**src/rtl/mem_port_arbiter.sv**
```systemverilog
// mem_port_arbiter: owns the single command port of a synchronous-read byte memory.
// After reset (and on clr_start) it sweeps CLR_VAL into every entry; otherwise it
// grants one access per cycle to requester A or B, range-checks the address and
// returns tagged read data / error pulses one cycle after the grant.
// Optional build macro: MEM_ARB_FIXED_PRIO_EN (A always wins on contention).
module mem_port_arbiter #(
    parameter int unsigned   AW      = 4,
    parameter int unsigned   DW      = 8,
    parameter int unsigned   DEPTH   = 10,
    parameter logic [DW-1:0] CLR_VAL = '0
) (
    input  logic          clk,
    input  logic          rst,
    input  logic          clr_start,
    output logic          busy,
    input  logic          a_req,
    input  logic          a_we,
    input  logic [AW-1:0] a_addr,
    input  logic [DW-1:0] a_wdata,
    output logic          a_gnt,
    output logic          a_rvalid,
    output logic          a_err,
    input  logic          b_req,
    input  logic          b_we,
    input  logic [AW-1:0] b_addr,
    input  logic [DW-1:0] b_wdata,
    output logic          b_gnt,
    output logic          b_rvalid,
    output logic          b_err,
    output logic [DW-1:0] rdata,
    output logic          mem_en,
    output logic          mem_we,
    output logic [AW-1:0] mem_addr,
    output logic [DW-1:0] mem_wdata,
    input  logic [DW-1:0] mem_rdata
);

    localparam logic [AW-1:0] LastAddr = AW'(DEPTH - 1);

    typedef enum logic [0:0] {StClear, StServe} state_e;

    state_e        state_q, state_d;
    logic [AW-1:0] clr_addr_q, clr_addr_d;
    logic          a_rvalid_q, a_rvalid_d;
    logic          b_rvalid_q, b_rvalid_d;
    logic          a_err_q, a_err_d;
    logic          b_err_q, b_err_d;
    logic          a_in_range, b_in_range;

    assign a_in_range = 32'(a_addr) < DEPTH;
    assign b_in_range = 32'(b_addr) < DEPTH;

`ifdef MEM_ARB_FIXED_PRIO_EN
    // A has strict priority; B only wins an idle-A cycle.
    always_comb begin
        a_gnt = 1'b0;
        b_gnt = 1'b0;
        if (state_q == StServe) begin
            a_gnt = a_req;
            b_gnt = b_req && !a_req;
        end
    end
`else
    // last_q: 0 = A won most recently, 1 = B won most recently.
    logic last_q, last_d;

    // Round-robin grant: on contention the requester that did not win last goes.
    always_comb begin
        a_gnt = 1'b0;
        b_gnt = 1'b0;
        if (state_q == StServe) begin
            a_gnt = a_req && (!b_req || last_q);
            b_gnt = b_req && (!a_req || !last_q);
        end
    end

    // Track the most recent winner.
    always_comb begin
        last_d = last_q;
        if (a_gnt) begin
            last_d = 1'b0;
        end else if (b_gnt) begin
            last_d = 1'b1;
        end
    end

    // Reset favours A on the first contended cycle.
    always_ff @(posedge clk or posedge rst) begin
        if (rst) begin
            last_q <= 1'b1;
        end else begin
            last_q <= last_d;
        end
    end
`endif

    // Drive the memory command port: sweep writes in CLEAR, granted in-range access in SERVE.
    always_comb begin
        mem_en    = 1'b0;
        mem_we    = 1'b0;
        mem_addr  = '0;
        mem_wdata = '0;
        if (!rst) begin
            unique case (state_q)
                StClear: begin
                    mem_en    = 1'b1;
                    mem_we    = 1'b1;
                    mem_addr  = clr_addr_q;
                    mem_wdata = CLR_VAL;
                end
                StServe: begin
                    if (a_gnt && a_in_range) begin
                        mem_en    = 1'b1;
                        mem_we    = a_we;
                        mem_addr  = a_addr;
                        mem_wdata = a_wdata;
                    end else if (b_gnt && b_in_range) begin
                        mem_en    = 1'b1;
                        mem_we    = b_we;
                        mem_addr  = b_addr;
                        mem_wdata = b_wdata;
                    end
                end
                default: ;
            endcase
        end
    end

    // Next state, sweep address and the one-cycle-late response flags.
    always_comb begin
        state_d    = state_q;
        clr_addr_d = clr_addr_q;
        a_rvalid_d = a_gnt && !a_we && a_in_range;
        b_rvalid_d = b_gnt && !b_we && b_in_range;
        a_err_d    = a_gnt && !a_in_range;
        b_err_d    = b_gnt && !b_in_range;
        unique case (state_q)
            StClear: begin
                clr_addr_d = clr_addr_q + AW'(1);
                if (clr_addr_q == LastAddr) begin
                    state_d    = StServe;
                    clr_addr_d = '0;
                end
            end
            StServe: begin
                // A grant in this cycle still completes; the sweep starts next cycle.
                if (clr_start) begin
                    state_d    = StClear;
                    clr_addr_d = '0;
                end
            end
            default: state_d = StClear;
        endcase
    end

    // State and response registers; reset discards any in-flight response.
    always_ff @(posedge clk or posedge rst) begin
        if (rst) begin
            state_q    <= StClear;
            clr_addr_q <= '0;
            a_rvalid_q <= 1'b0;
            b_rvalid_q <= 1'b0;
            a_err_q    <= 1'b0;
            b_err_q    <= 1'b0;
        end else begin
            state_q    <= state_d;
            clr_addr_q <= clr_addr_d;
            a_rvalid_q <= a_rvalid_d;
            b_rvalid_q <= b_rvalid_d;
            a_err_q    <= a_err_d;
            b_err_q    <= b_err_d;
        end
    end

    assign busy     = (state_q == StClear);
    assign a_rvalid = a_rvalid_q;
    assign b_rvalid = b_rvalid_q;
    assign a_err    = a_err_q;
    assign b_err    = b_err_q;
    assign rdata    = (a_rvalid_q || b_rvalid_q) ? mem_rdata : '0;

endmodule

```
**config.mk**
```make
export PLATFORM = sky130hd
export DESIGN_NAME = mem_port_arbiter
export DESIGN_NICKNAME = d
export VERILOG_FILES = /design/src/rtl/mem_port_arbiter.sv
export SDC_FILE = /design/constraint.sdc
export NUM_CORES = 1
export LEC_CHECK = 0
export BUFFER_PORTS_ARGS = -buffer_cell sky130_fd_sc_hd__buf_2
export CAP_MARGIN = 20
export CORE_UTILIZATION = 35
export CTS_CLUSTER_DIAMETER = 120
export CTS_CLUSTER_SIZE = 40
export DETAILED_ROUTE_END_ITERATION = 6
export GPL_TIMING_DRIVEN = 0
export PLACE_DENSITY = 0.73
export SLEW_MARGIN = 40
export SYNTH_ARGS = -nofsm -noshare
export SYNTH_HDL_FRONTEND = slang
export SYNTH_SLANG_ARGS = --single-unit
```
**constraint.sdc**
```tcl
create_clock -name clk -period 4.1 [get_ports clk]
set_input_delay 0.41 -clock clk [delete_from_list [all_inputs] [get_ports clk]]
set_output_delay 0.41 -clock clk [all_outputs]
set_load 0.005 [all_outputs]
```
# == Word-level counts from Yosys, hierarchy flattened ==
# Cells that the tools add are included.
# word_totals
latchBits,0
rom_bits,0
elab_cells,61
ramBits,0
mem_count,0
regBits,10
# classes
mux,27
n_addsub,1
order_cmp,2
div,0
n_mul,0
n_reduce_logical,21
n_bitwise,1
n_eq_ne,2
shifts,0
# ops
cell,count
8-bit 2-to-1 mux,4
4-bit 2-to-1 mux,5
4-bit case mux with 2 select lines,2
8-bit case mux with 2 select lines,1
1-bit 2-to-1 mux,12
1-bit logical AND,10
"4-bit less-than comparator, second input constant",2
1-bit zero test,7
1-bit case mux with 2 select lines,3
"4-bit by 1-bit adder with 4-bit output, second input constant",1
"4-bit == test, second input constant",1
1-bit logical OR,3
"2-bit != test, second input constant",1
2-bit nonzero test,1
1-bit NOT,1

# == Logic depth before layout (Yosys ltp) ==
# depth
ltp_word,9
ltp_mapped,6

# == Worst setup path before layout ==
# No wires, ideal clock.
# synth_path
path_type,reg-to-output
from,register state_q
to,output mem_wdata[0]
path_stages_with_launch,7
path_slack_ns,2.445
arrival_time_ns,1.245
required_ns,3.690
path_cell_list,dfrtp_1 -> buf_6 -> and2_4 -> buf_6 -> and4_4 -> buf_6 -> a22o_1
# synth_between
elab_chain_cells,6
# synth_lines
item,line,source
"start, declared",42,"state_e state_q, state_d;"
"start signal, assigned",159,state_q <= StClear;
"start signal, assigned",166,state_q <= state_d;
1-bit 2-to-1 mux,71,if (state_q == StServe) begin
1-bit logical AND,117,end else if (b_gnt && b_in_range) begin
8-bit 2-to-1 mux,117,
8-bit 2-to-1 mux,112,if (a_gnt && a_in_range) begin
8-bit case mux with 2 select lines *,104,unique case (state_q)
8-bit 2-to-1 mux *,103,if (!rst) begin
"end, declared",34,"output logic [DW-1:0] mem_wdata,"
# Every way passes the cells marked *; elsewhere a longest branch is shown, timed or not.

# == Worst setup path in the final report ==
# layout_path
from,register last_q
to,output mem_addr[3]
# layout_between
elab_chain_cells,9
# layout_lines
item,line,source
"start, declared",65,"logic last_q, last_d;"
"start signal, assigned",92,last_q <= last_d;
1-bit zero test,73,b_gnt = b_req && (!a_req || !last_q);
1-bit logical OR,73,
1-bit logical AND,73,
1-bit 2-to-1 mux,71,
1-bit logical AND,117,
4-bit 2-to-1 mux,117,
4-bit 2-to-1 mux *,112,
4-bit case mux with 2 select lines *,104,
4-bit 2-to-1 mux *,103,
"end, declared",33,"output logic [AW-1:0] mem_addr,"
# Marked as above.

==> summary.md <==
| Metric | Value |
|---|---|
| Run status | completed |
| Placed Cells incl. Taps | 192 |
| Number of clock sinks | 10 |
| Initial Utilization | 37.8% |
| Signed area change from the synthesized netlist to the final layout | 46.5% |
| Syn Nets | roughly 140 |
| Detailed Route Iter0 Violations | 16 |
| Proportion of register bits with asynchronous set or reset after synthesis | between 90% and 100% |
| Max-cap viol count | 0 |
| Worst-Skew Late Latency | about 0.27 ns |
| Syn avg cell area | slightly below 9 µm² |
| Final global-route overflow total | 0 |
| Number of nets in the layout | between 200 and 250 |
| Leakage component of the power | 0.664 nW |
| Setup crit start kind | flip-flop |
| CP max FO | 5 |
| PostCTS Resize Cnt | 0 |
| Most common flop cell mapped by yosys | sky130_fd_sc_hd__dfrtp_1 |
| Port Buf Inserts | 67 |
| Largest stage delay, worst path | 0.57 ns |
| Fraction of the cycle the final worst path needs | about half |
| Fin worst setup slack | roughly 2.0 ns |
| Critical Path End Type | primary output |
| Cell area after synthesis | between 800 and 900 µm² |
| Post-CTS Hold Fix Bufs | 0 |
| List of cells traversed by the critical path | nand2b_1, a31oi_1, a2111oi_2, buf_2 |
| Hpwl dp | slightly above 2 mm |
| Data arrival time of the critical path | between 1.5 and 2 ns |
| Maximum number of pins on one net before global-route repair | 12 |
| Std-Cell Rows | 17 |
| Number of design rule violations left after detail routing | 0 |
| Fraction of final layout cells sized beyond drive strength 1 | 48.8% |
| Power Total | between 0.0005 and 0.0006 W |
| Number of antenna repair diodes | 0 |
| Clock H-tree levels | 1 |
| Share of the core filled with cells in the final layout | a little under three fifths |
| Pwr Density | about 470 nW/µm² |
| Post CTS Setup Buffer Count | 0 |
| Count of synthesis-stage warnings from yosys | 0 |
| Place WS | around 2.1 ns |
| Root Buffer | sky130_fd_sc_hd__clkbuf_4 |
| DIE AREA | 2640 µm² |
| Setup repair after global routing missed its margin | no |
| Maximum buffer depth of the clock tree | 2 |
| Horizontal die dimension | 51.4 µm |
| Measured slew at the worst slew-check pin | 0.464 ns |
| Hold/Removal Path Class | input port to async pin |
| Number of instances in the synthesized netlist | between 90 and 100 |
| FF+latch count, synth | 10 |
| Clock tree from TritonCTS | built |
| Initial antenna violation count | 0 |
| Gate family responsible for the most delay along the worst path | flip-flops |
| I/O Pins | 68 |
| Clock transition at the registers of the reported paths | about 0.070 ns |
| Number of hold violations in the final report | 0 |
| Gp weighted congestion | 0.738 |
| Core area | ~2300 µm² |
| Vias in the first global route | around 880 |
| First drt pass iteration count | 4 |
| Number of pins with negative max-slew slack in the final report | 0 |
| Relative slew margins | 68.8% |
| Worst clock skew on the final layout | around 0.008 ns |
| Max Freq | about 0.47 GHz |
| Average vias per placed instance | ~5 |
| Number of buffers and inverters on the critical path | 1 |
| Non-filler cells in the finished layout | between 150 and 200 |
| CTS Buf Count | 3 |
| Highest ir drop seen on vdd | roughly 0.41 mV |
| Die Ht | between 50 and 60 µm |
| Cell with the largest stage delay on the worst path | sky130_fd_sc_hd__dfstp_2 |
| Avg WL per Cell | ~13 µm |
| Total wire length | approximately 2.5 mm |
| Post-synth cell types | 38 |
| Sequential cell area fraction in the yosys report | 29.5% |
| Wire length of the first global-routing pass | roughly 3.8 mm |
| Count of antenna-violating nets left after detailed routing | 0 |
| EDFF count, synth | 0 |
| Total via count in the routed design | approximately 1000 |
| Final setup violation count | 0 |
| Required @ worst endpoint | 3.69 ns |
| Global routing usage summed across all routing layers | between 10% and 20% |
| Startpoint-to-endpoint class of the critical path | flip-flop to primary output |
| Final critical path time including I/O delays and setup | 2.13 ns |
| Setup TNS Final | 0 ns |
[per-stage QoR]
step                hold WS, ns  instance area (µm²)
floorplan                 0.258                  853
detailed placement        0.500                 1220
global route              0.241                 1250
finish                    0.199                 1250
CTS                       0.210                 1250
global placement          0.493                 1220
[cells by family (layout without fill, tap and decap cells)]
kind of cell    Yosys count  after routing  synth area share (%)
compound gates           25             25                  22.7
flops                    10             10                  29.5
simple gates             50             50                  35.3
buf+inv                   8             79                  7.18
fa+ha+maj                 2              2                  2.93
mux                       2              2                  2.35
[cell usage after synthesis (2+ instances only)]
cell / n / share of area (%)
sky130_fd_sc_hd__nor2_1: 10 / 4.4
sky130_fd_sc_hd__dfrtp_1: 9 / 26
sky130_fd_sc_hd__a22o_1: 8 / 8.2
sky130_fd_sc_hd__nor2b_1: 8 / 5.9
sky130_fd_sc_hd__nand2_1: 7 / 3.1
sky130_fd_sc_hd__inv_1: 4 / 1.8
sky130_fd_sc_hd__nand4_1: 4 / 2.9
sky130_fd_sc_hd__nand4b_1: 4 / 4.1
sky130_fd_sc_hd__a311oi_1: 3 / 3.1
sky130_fd_sc_hd__buf_6: 3 / 4.0
sky130_fd_sc_hd__nor3_1: 3 / 1.8
sky130_fd_sc_hd__o21ai_0: 3 / 1.8
sky130_fd_sc_hd__a21oi_1: 2 / 1.2
sky130_fd_sc_hd__ha_1: 2 / 2.9
sky130_fd_sc_hd__mux2i_1: 2 / 2.3
sky130_fd_sc_hd__nand2b_1: 2 / 1.5
sky130_fd_sc_hd__nand3_1: 2 / 1.2
[layer usage]
| layer | GRT usage, % | vias up | wire length [µm] |
|---|---|---|---|
| met3 | 5.06 | 2 | 196 |
| li1 | - | 507 | - |
| met4 | 2.70 | 0 | 14 |
| met1 | 23.5 | 444 | 1080 |
| met2 | 33.5 | 46 | 1180 |
| met5 | 0 | - | 0 |
[cell usage in the layout, fill, tap and decap left out, types with 2 or more instances in the layout]
cell and instances:
sky130_fd_sc_hd__buf_2 67, sky130_fd_sc_hd__nor2_1 10, sky130_fd_sc_hd__dfrtp_1 9, sky130_fd_sc_hd__a22o_1 8, sky130_fd_sc_hd__nor2b_1 8, sky130_fd_sc_hd__nand2_1 7, sky130_fd_sc_hd__inv_1 4, sky130_fd_sc_hd__nand4b_1 4
sky130_fd_sc_hd__nand4_1 4, sky130_fd_sc_hd__buf_6 3, sky130_fd_sc_hd__a311oi_1 3, sky130_fd_sc_hd__nor3_1 3, sky130_fd_sc_hd__o21ai_0 3, sky130_fd_sc_hd__clkbuf_4 3, sky130_fd_sc_hd__nand2b_1 2, sky130_fd_sc_hd__nand3_1 2
sky130_fd_sc_hd__a21oi_1 2, sky130_fd_sc_hd__mux2i_1 2, sky130_fd_sc_hd__ha_1 2
[path summary, 6_finish.rpt]
check / endpoint / from / depth (start not counted) / slack (ns)
worst max-delay path: mem_addr[3] / last_q$_DFFE_PP1P_ / 4 / 1.97
worst min-delay path: clr_addr_q[1]$_DFFE_PP0P_ / rst / 2 / 0.20
worst max register to register: clr_addr_q[3]$_DFFE_PP0P_ / clr_addr_q[1]$_DFFE_PP0P_ / 5 / 2.67
worst min register to register: last_q$_DFFE_PP1P_ / last_q$_DFFE_PP1P_ / 2 / 0.53
max in group asynchronous: last_q$_DFFE_PP1P_ / rst / 2 / 3.57
min in group clk: b_rvalid$_DFF_PP0_ / b_we / 2 / 0.32
[sequential cells by signal, summed over array words and instances, names as in the netlist]
register and count:
a_err 1, a_rvalid 1, b_err 1, b_rvalid 1, clr_addr_q 4, last_q 1, state_q 1
[layout make-up]
type                            count  area, µm²
Fill cell                         212       1000
Multi-Input combinational cell     79        541
Timing Repair Buffer               67        335
Sequential cell                    10        251
Buffer                              4       46.3
Tap cell                           28       35.0
Clock buffer                        4       26.3
Inverter                            4       15.0
[report_power, final]
part           internal, W  switching [W]
Clock            0.0000376      0.0000349
Sequential        0.000137      0.0000352
Combinational     0.000160       0.000180
No activity file was read; power rests on OpenSTA's default activity.
